===== src/rtl/vga_pattern_gen.sv =====
// ---------------------------------------------------------------------------
// vga_pattern_gen
//
// VGA test-pattern generator that sits between vga_sync and the RGB DAC pins.
// It offers four patterns: solid colour, colour bars, checkerboard, and a
// bar that moves down the screen. A requested mode only takes effect at the
// next frame boundary, so a mode change never tears in the middle of a frame.
//
// Ports:
//   clk        - system clock
//   reset      - asynchronous, active-high reset
//   p_tick     - pixel-enable strobe from vga_sync
//   video_on   - active-area flag from vga_sync
//   x, y       - current pixel column / row from vga_sync
//   sw         - user colour, packed {R,G,B}
//   mode_sel   - requested pattern mode
//   mode_load  - one-clock request to adopt mode_sel at the next frame boundary
//   rgb        - registered pixel colour (one p_tick of latency)
//   mode       - currently active pattern mode
//   frame_tick - one-clock pulse in the cycle after each frame boundary
//
// Optional feature:
//   VGA_PATTERN_BORDER_EN - when defined, a 1-pixel all-ones border overrides
//   every pattern on the outermost active rows and columns. Blanking still
//   takes priority over the border.
// ---------------------------------------------------------------------------
module vga_pattern_gen #(
  parameter int COLOR_W  = 12,
  parameter int H_ACTIVE = 640,
  parameter int V_ACTIVE = 480,
  parameter int BAR_H    = 16,
  parameter int BAR_STEP = 2
) (
  input  logic               clk,
  input  logic               reset,
  input  logic               p_tick,
  input  logic               video_on,
  input  logic [9:0]         x,
  input  logic [9:0]         y,
  input  logic [COLOR_W-1:0] sw,
  input  logic [1:0]         mode_sel,
  input  logic               mode_load,
  output logic [COLOR_W-1:0] rgb,
  output logic [1:0]         mode,
  output logic               frame_tick
);

  localparam int C = COLOR_W / 3;

  localparam logic [9:0]  BAR_W   = 10'(H_ACTIVE / 8);
  localparam logic [9:0]  V_END   = 10'(V_ACTIVE);
  localparam logic [10:0] V_ACT11 = 11'(V_ACTIVE);
  localparam logic [10:0] STEP11  = 11'(BAR_STEP);
  localparam logic [10:0] BAR_H11 = 11'(BAR_H);

  typedef enum logic [1:0] {
    MODE_SOLID   = 2'd0,
    MODE_BARS    = 2'd1,
    MODE_CHECKER = 2'd2,
    MODE_MOVING  = 2'd3
  } mode_t;

  mode_t                mode_q;
  mode_t                pend_mode;
  logic                 pend_valid;
  logic [9:0]           bar_y;
  logic [9:0]           bar_next;
  logic [10:0]          bar_sum;
  logic                 boundary;
  logic [2:0]           bar_idx;
  logic [2:0]           bar_bits;
  logic [COLOR_W-1:0]   bar_colour;
  logic                 in_bar;
  logic [COLOR_W-1:0]   pattern;
  logic [COLOR_W-1:0]   pixel;

  assign mode = mode_q;

  // The first pixel of vertical blank marks the frame boundary.
  assign boundary = p_tick && (x == 10'd0) && (y == V_END);

  // Next bar row with a modular wrap; done in 11 bits so the sum cannot
  // overflow before it is compared against the frame height.
  always_comb begin
    bar_sum  = {1'b0, bar_y} + STEP11;
    bar_next = bar_sum[9:0];
    if (bar_sum >= V_ACT11) begin
      bar_next = 10'(bar_sum - V_ACT11);
    end
  end

  // Bar index: count how many bar edges lie at or left of x. This compares
  // against fixed multiples of the bar width instead of dividing.
  always_comb begin
    bar_idx = 3'd0;
    for (int k = 1; k < 8; k++) begin
      if (x >= 10'(k) * BAR_W) begin
        bar_idx = bar_idx + 3'd1;
      end
    end
  end

  // Bar colours left to right as {R,G,B} on/off flags.
  always_comb begin
    bar_bits = 3'b000;
    case (bar_idx)
      3'd0:    bar_bits = 3'b111;
      3'd1:    bar_bits = 3'b110;
      3'd2:    bar_bits = 3'b011;
      3'd3:    bar_bits = 3'b010;
      3'd4:    bar_bits = 3'b101;
      3'd5:    bar_bits = 3'b100;
      3'd6:    bar_bits = 3'b001;
      default: bar_bits = 3'b000;
    endcase
    bar_colour = {{C{bar_bits[2]}}, {C{bar_bits[1]}}, {C{bar_bits[0]}}};
  end

  // The moving bar is clipped at the bottom edge: the upper bound is computed
  // in 11 bits so it never wraps back to the top of the screen.
  assign in_bar = ({1'b0, y} >= {1'b0, bar_y}) &&
                  ({1'b0, y} <  ({1'b0, bar_y} + BAR_H11));

  // Pattern selection for the currently active mode.
  always_comb begin
    pattern = '0;
    case (mode_q)
      MODE_SOLID:   pattern = sw;
      MODE_BARS:    pattern = bar_colour;
      MODE_CHECKER: pattern = (x[5] ^ y[5]) ? ~sw : sw;
      MODE_MOVING:  pattern = in_bar ? sw : '0;
      default:      pattern = '0;
    endcase
  end

  // Final pixel: blanking wins over everything, then the optional border,
  // then the selected pattern.
`ifdef VGA_PATTERN_BORDER_EN
  localparam logic [9:0] H_LAST = 10'(H_ACTIVE - 1);
  localparam logic [9:0] V_LAST = 10'(V_ACTIVE - 1);
  logic on_border;
  assign on_border = (x == 10'd0) || (x == H_LAST) ||
                     (y == 10'd0) || (y == V_LAST);
  always_comb begin
    pixel = '0;
    if (video_on) begin
      pixel = on_border ? '1 : pattern;
    end
  end
`else
  always_comb begin
    pixel = '0;
    if (video_on) begin
      pixel = pattern;
    end
  end
`endif

  // Mode control, bar position, frame pulse and the pixel register.
  // A load in the boundary cycle skips the pending register and is adopted
  // immediately; later assignments win so repeated loads keep the latest.
  always_ff @(posedge clk or posedge reset) begin
    if (reset) begin
      mode_q     <= MODE_SOLID;
      pend_mode  <= MODE_SOLID;
      pend_valid <= 1'b0;
      bar_y      <= '0;
      frame_tick <= 1'b0;
      rgb        <= '0;
    end else begin
      frame_tick <= boundary;
      if (mode_load) begin
        pend_mode  <= mode_t'(mode_sel);
        pend_valid <= 1'b1;
      end
      if (boundary) begin
        bar_y <= bar_next;
        if (mode_load) begin
          mode_q     <= mode_t'(mode_sel);
          pend_valid <= 1'b0;
        end else if (pend_valid) begin
          mode_q     <= pend_mode;
          pend_valid <= 1'b0;
        end
      end
      if (p_tick) begin
        rgb <= pixel;
      end
    end
  end

endmodule


===== config.mk =====
export PLATFORM = sky130hd
export DESIGN_NAME = vga_pattern_gen
export DESIGN_NICKNAME = d
export VERILOG_FILES = /design/src/rtl/vga_pattern_gen.sv
export SDC_FILE = /design/constraint.sdc
export NUM_CORES = 1
export LEC_CHECK = 0
export BUFFER_PORTS_ARGS = -buffer_cell sky130_fd_sc_hd__buf_2
export CELL_PAD_IN_SITES_DETAIL_PLACEMENT = 0
export CELL_PAD_IN_SITES_GLOBAL_PLACEMENT = 1
export CORE_ASPECT_RATIO = 1.25
export CORE_MARGIN = 10
export CORE_UTILIZATION = 25
export CTS_CLUSTER_SIZE = 24
export DETAILED_ROUTE_END_ITERATION = 6
export MAX_ROUTING_LAYER = met4
export PLACE_DENSITY_LB_ADDON = 0.1
export RECOVER_POWER = 25
export SLEW_MARGIN = 20
export SYNTH_ARGS = -nofsm -noshare
export SYNTH_HDL_FRONTEND = slang
export SYNTH_SLANG_ARGS = --single-unit

===== constraint.sdc =====
create_clock -name clk -period 3.3 [get_ports clk]
set_input_delay 0.165 -clock clk [delete_from_list [all_inputs] [get_ports clk]]
set_output_delay 0.165 -clock clk [all_outputs]
set_load 0.02 [all_outputs]

; Word level (Yosys, flattened, before mapping)
; Cells that the tools add are included.
[classes]
addsub = 9
multipliers = 0
n_div = 0
n_lt_le_gt_ge = 10
n_eq_ne = 10
n_shift = 0
n_mux = 19
n_bitwise = 2
reduce_logical = 8
[op_table]
columns = op, count
row1 = 12-bit one-hot mux with 4 select lines, 1
row2 = 12-bit two-way mux, 3
row3 = "10-bit by 9-bit greater-or-equal comparator with 1-bit output, second input constant", 3
row4 = 3-bit one-hot mux with 7 select lines, 1
row5 = "10-bit by 8-bit greater-or-equal comparator with 1-bit output, second input constant", 2
row6 = "3-bit by 1-bit adder with 3-bit output, second input constant", 6
row7 = 3-bit two-way mux, 6
row8 = 12-bit NOT, 1
row9 = "10-bit by 2-bit adder with 11-bit output, second input constant", 1
row10 = "10-bit by 5-bit adder with 11-bit output, second input constant", 1
row11 = "11-bit by 9-bit greater-or-equal comparator with 1-bit output, second input constant", 1
row12 = 10-bit by 11-bit < comparator with 1-bit output, 1
row13 = "10-bit by 9-bit equality test with 1-bit output, second input constant", 1
row14 = 10-bit greater-or-equal comparator, 1
row15 = "10-bit greater-or-equal comparator, second input constant", 1
row16 = "10-bit by 7-bit greater-or-equal comparator with 1-bit output, second input constant", 1
row17 = 10-bit logical NOT, 1
row18 = 10-bit two-way mux, 1
row19 = "10-bit by 9-bit subtractor with 10-bit output, second input constant", 1
row20 = "3-bit equality test, second input constant", 3
row21 = "3-bit by 2-bit equality test with 1-bit output, second input constant", 2
row22 = 1-bit two-way mux, 5
row23 = "2-bit equality test, second input constant", 2
row24 = 2-bit two-way mux, 2
row25 = other kinds (8), 10
[totals]
reg_bits = 28
latchBits = 0
ramBits = 0
mem_bits_ro = 0
in_bits = 39
out_inout_bits = 15
word_cells = 64
n_memories = 0

; Depth between registers and ports, before layout
[depth]
depth_word = 18
mapped_depth = 24
ltp_nobuf = 23

; Worst setup path before layout
; No wires, ideal clock.
[synth_timing]
kind = input to register
start = in x[8]
end = reg rgb[4]
setup_time_ns = 0.136
t_arrival_ns = 3.701
t_required_ns = 3.164
setup_slack_ns = -0.536
stages = 20
path_buffers = 1
path_cell_list = clkbuf_1 nor2_1 and3b_1 ha_1 or3_1 o221ai_1 or2_2 ha_1 nor2_1 nor2_1 ha_1 nor2_1 a21o_1 nor2_1 ha_1 nand2_1 nor2_1 mux2i_1 xor2_1 o211ai_1
[synth_between]
elab_chain_len = 18
word_cells_on_any_way = 30
classes_between = 6 x add/sub / 7 x order compare / 6 x eq/ne / 10 x mux / 1 x reduce/logical
[synth_rtl]
columns = item, line
row1 = from (decl), 38  ; input logic [9:0] x,
row2 = 10-bit by 7-bit greater-or-equal comparator with 1-bit output, 97  ; if (x >= 10'(k) * BAR_W) begin
row3 = 1-bit two-way mux, 97
row4 = 3-bit by 1-bit adder with 3-bit output, 98  ; bar_idx = bar_idx + 3'd1;
row5 = 3-bit two-way mux, 97
row6 = 3-bit by 1-bit adder with 3-bit output, 98
row7 = 3-bit two-way mux, 97
row8 = 3-bit by 1-bit adder with 3-bit output, 98
row9 = 3-bit two-way mux, 97
row10 = [... 2 more ...], -
row11 = 3-bit by 1-bit adder with 3-bit output, 98
row12 = 3-bit two-way mux, 97
row13 = 3-bit by 1-bit adder with 3-bit output, 98
row14 = 3-bit two-way mux *, 97
row15 = 3-bit equality test (tied with other cells), 106  ; case (bar_idx)
row16 = 3-bit one-hot mux with 7 select lines *, 106
row17 = 12-bit one-hot mux with 4 select lines *, 127  ; case (mode_q)
row18 = 12-bit two-way mux *, 153  ; if (video_on) begin
row19 = to (signal assigned), 187  ; rgb <= pixel;
row20 = to (decl), 43  ; output logic [COLOR_W-1:0] rgb,
; Every way passes the cells marked *; elsewhere a longest branch is shown, timed or not.
; A chain may end at the register's enable or synchronous reset.

; Worst setup path after layout
[layout_timing]
start = in x[6]
end = reg rgb[4]
; The elaborated chain is that of the path after synthesis.

==> flow_summary.json <==
{
  "postSynth.asyncResetShare_pct": 100.0,
  "r2r_setup_slack_ns": 0.40,
  "post_synth_num_cell_types": 56,
  "yosysSeqAreaShare_pct": 24.29,
  "cts.path.max_buffers": 2,
  "clock_latency_reported_for_the_late_side_of_the_worst_skew_pair_ns": 0.27,
  "r2r_start": "bar_y[4]",
  "flow.area_growth_from_synthesis_pct": 27.53,
  "filler_cell_count": 1220,
  "final_layout_size_suffix_gt1_share_pct": 27.95,
  "setup_repair_after_global_routing_missed_its_margin": "yes",
  "outcome": "finished, violations left",
  "skew_ns": 0.002270,
  "dieHeight_um": 137.9,
  "design.core.area_um2": 10980,
  "critPathCapture": "rgb[4]",
  "global_route_wire_length_before_repair_um": 14390,
  "commonest_non_fill_non_tap_cell_in_the_layout": "sky130_fd_sc_hd__buf_2",
  "cts_tree": "done",
  "place.port_buffers": 53,
  "synth-warning-count": 0,
  "globalRoute.busiestLayer": "met2",
  "via_cell_ratio": 4.940,
  "antenna_cells": 0,
  "worst_setup_path_start_kind": "input port",
  "drt_wl_cell_um": 15.58,
  "end_kind": "register",
  "grt.met1_usage_pct": 12.13,
  "h-tree-depth": 1,
  "groute.layer.met2.usage_pct": 21.83,
  "post_synth.cell_area_avg_um2": 8.109,
  "numCtsBuffers": 3,
  "start_util_pct": 25.34,
  "gpl.final_weighted_congestion": 0.7948,
  "timing.reg2reg.worst_path_depth": 9,
  "kind_of_critical_path": "input port to register",
  "failed_checks": "capacitance limit, slew limit, setup timing",
  "finalSetupTns_ns": -0.1416,
  "clock-sinks": 27,
  "timing.critical_path.from": "x[6]",
  "routed_wirelength_um": 8567,
  "first_iter_violations": 133,
  "synth_fp_nets": 407,
  "finalMaxSlewViolations": 28,
  "maxSlewHeadroom_pct": -10.45,
  "syn-instance-count": 343,
  "mostFrequentLayoutCells": "51 x sky130_fd_sc_hd__buf_2, 34 x sky130_fd_sc_hd__nand2_1, 28 x sky130_fd_sc_hd__buf_4",
  "p_leak_nw": 1.578,
  "detailedPlace.worstSlack_ns": -0.5109,
  "dpl.hpwl_um": 6834,
  "synth_enable_flop_cells": 0,
  "ys.flop_type": "sky130_fd_sc_hd__dfrtp_1",
  "grt-ovfl-total": 0,
  "postSynthRegisterBits": 27,
  "grtUsageTotal_pct": 11.35,
  "worst_ep_required_time_ns": 3.44,
  "drt_first_pass_iters": 4,
  "hold_viol": 0,
  "root_buffer": "sky130_fd_sc_hd__clkbuf_16",
  "fp.dieArea_um2": 15770,
  "grt_pass1_vias": 2861,
  "path_max_fanout": 6,
  "dieWidth_um": 114.3,
  "largest_net_degree_at_the_start_of_global_routing": 28,
  "via_count": 2717,
  "min_period_ns": 3.350,
  "worst_slack_ns": -0.04962,
  "route.antenna.remaining_nets": 0,
  "max_freq_mhz": 298.5,
  "finish.net_count": 480,
  "clk_transition_reported_paths_ns": 0.08,
  "cellPowerDensity_nw_per_um2": 304.9,
  "worstMarginPinSlew_ns": 1.657,
  "timing.final.crit_share_pct": 101.5,
  "fin_util_pct": 32.32,
  "grt_antenna_before_repair": 0,
  "hp-class": "input port to register",
  "synthesis.area_um2": 2781,
  "max_cap_viol_count": 1,
  "drc_errors": 0,
  "total_of_endpoints_with_negative_setup_slack_in_the_final_report": 4,
  "vdd.ir_drop.worst_mv": 0.1786,
  "use_met3_pct": 1.472,
  "worst_r2r_endpoint": "rgb[2]",
  "fp-row-count": 43,
  "cp_data_arrival_time_ns": 3.49,
  "design.portCount": 54
}
## per-layer routing
metal	vias up	wire, um
li1	1397	-
met1	1297	3537
met2	21	4752
met3	2	238
met4	0	38
met5	-	0
## cell families (layout without fill, tap and decap cells)
group	Yosys count	count (layout)	synth area share, %
simple gates	129	129	24.70
compound gates	93	93	22.18
buf+inv	33	105	5.218
xor+xnor	27	27	9.042
flops	27	27	24.29
fa+ha+maj	25	25	11.25
mux	9	9	3.329
## sequential cells by signal, indices dropped and copies added, names as in the netlist
register and count:
rgb 12, bar_y 9, pend_valid 1, mode 2
pend_mode 2, frame_tick 1
## final cells by class
class                      count  area [um^2]  share of cell area (%)
multi-input combinational    283         2051                   57.81
tap                          135        168.9                   4.762
clock inverter                 1        7.507                  0.2116
timing repair buffer          83        501.7                   14.14
sequential                    27        675.6                   19.05
clock buffer                   3        75.07                   2.116
inverter                      18        67.56                   1.905
## critical path, stage by stage
cell and delay [ns]:
sky130_fd_sc_hd__buf_6 0.09, sky130_fd_sc_hd__or2_4 0.24, sky130_fd_sc_hd__nand2_2 0.06, sky130_fd_sc_hd__nand2_2 0.06, sky130_fd_sc_hd__inv_2 0.07, sky130_fd_sc_hd__ha_4 0.22
sky130_fd_sc_hd__or3_4 0.34, sky130_fd_sc_hd__o221ai_4 0.21, sky130_fd_sc_hd__or2_4 0.17, sky130_fd_sc_hd__ha_4 0.20, sky130_fd_sc_hd__nor2_4 0.07, sky130_fd_sc_hd__nor2_1 0.05
sky130_fd_sc_hd__ha_1 0.27, sky130_fd_sc_hd__nor2_1 0.03, sky130_fd_sc_hd__a21o_1 0.18, sky130_fd_sc_hd__nor2_1 0.10, sky130_fd_sc_hd__ha_2 0.18, sky130_fd_sc_hd__nand2_2 0.06
sky130_fd_sc_hd__nor2_4 0.09, sky130_fd_sc_hd__mux2i_2 0.27, sky130_fd_sc_hd__xor2_1 0.24, sky130_fd_sc_hd__o211ai_1 0.11
## through the flow
step | total power (W) | cell area (um^2) | instances | hold slack [ns]
floorplan | 0.0006215 | 2833 | 343 | 0.2177
global placement | 0.0007627 | 3343 | 538 | 0.2726
detailed placement | 0.0007655 | 3343 | 538 | 0.2752
CTS | 0.001090 | 3500 | 546 | 0.1450
global route | 0.001157 | 3547 | 550 | 0.1504
finish | 0.001082 | 3547 | 550 | 0.1488
## power by group
group | total [W] | internal (W) | switching [W]
registers | 0.000376 | 0.000361 | 0.0000156
logic | 0.000407 | 0.000185 | 0.000221
clock network | 0.000299 | 0.000165 | 0.000133
## cell usage after synthesis (all sizes together), types with 7 or more instances
master,number,area [um^2]
nand2,38,142.6
a21oi,27,135.1
dfrtp,27,675.7
ha,25,312.8
xnor2,22,192.7
nor2,21,78.83
inv,18,67.56
o21ai,18,90.09
nand3,13,70.07
clkbuf,8,30.03
nor2b,8,50.05
nor3,8,51.30
a31oi,7,43.79
buf,7,47.54
mux2i,7,70.07
or3,7,43.79
## how the worst min path moves through the flow
stage / start / to / cells past startpoint
2_1_floorplan: reset / bar_y[1] / 1
3_3_place_gp: reset / bar_y[7] / 3
3_5_place_dp: reset / pend_mode[1] / 3
4_1_cts: mode_sel[1] / pend_mode[1] / 2
5_1_grt: mode_sel[1] / pend_mode[1] / 2
6_report: mode_sel[0] / mode[0] / 3
## repair_timing
| item | in CTS | in global routing |
|---|---|---|
| setup buffers | 3 | 4 |
| setup endpoints to repair | 4 | 4 |
| hold buffers | 1 | 0 |
| pin swaps | 8 | 7 |
| resized for setup | 13 | 3 |
| hold endpoints to repair | 27 | 0 |
Power figures use the tool's default switching activity.
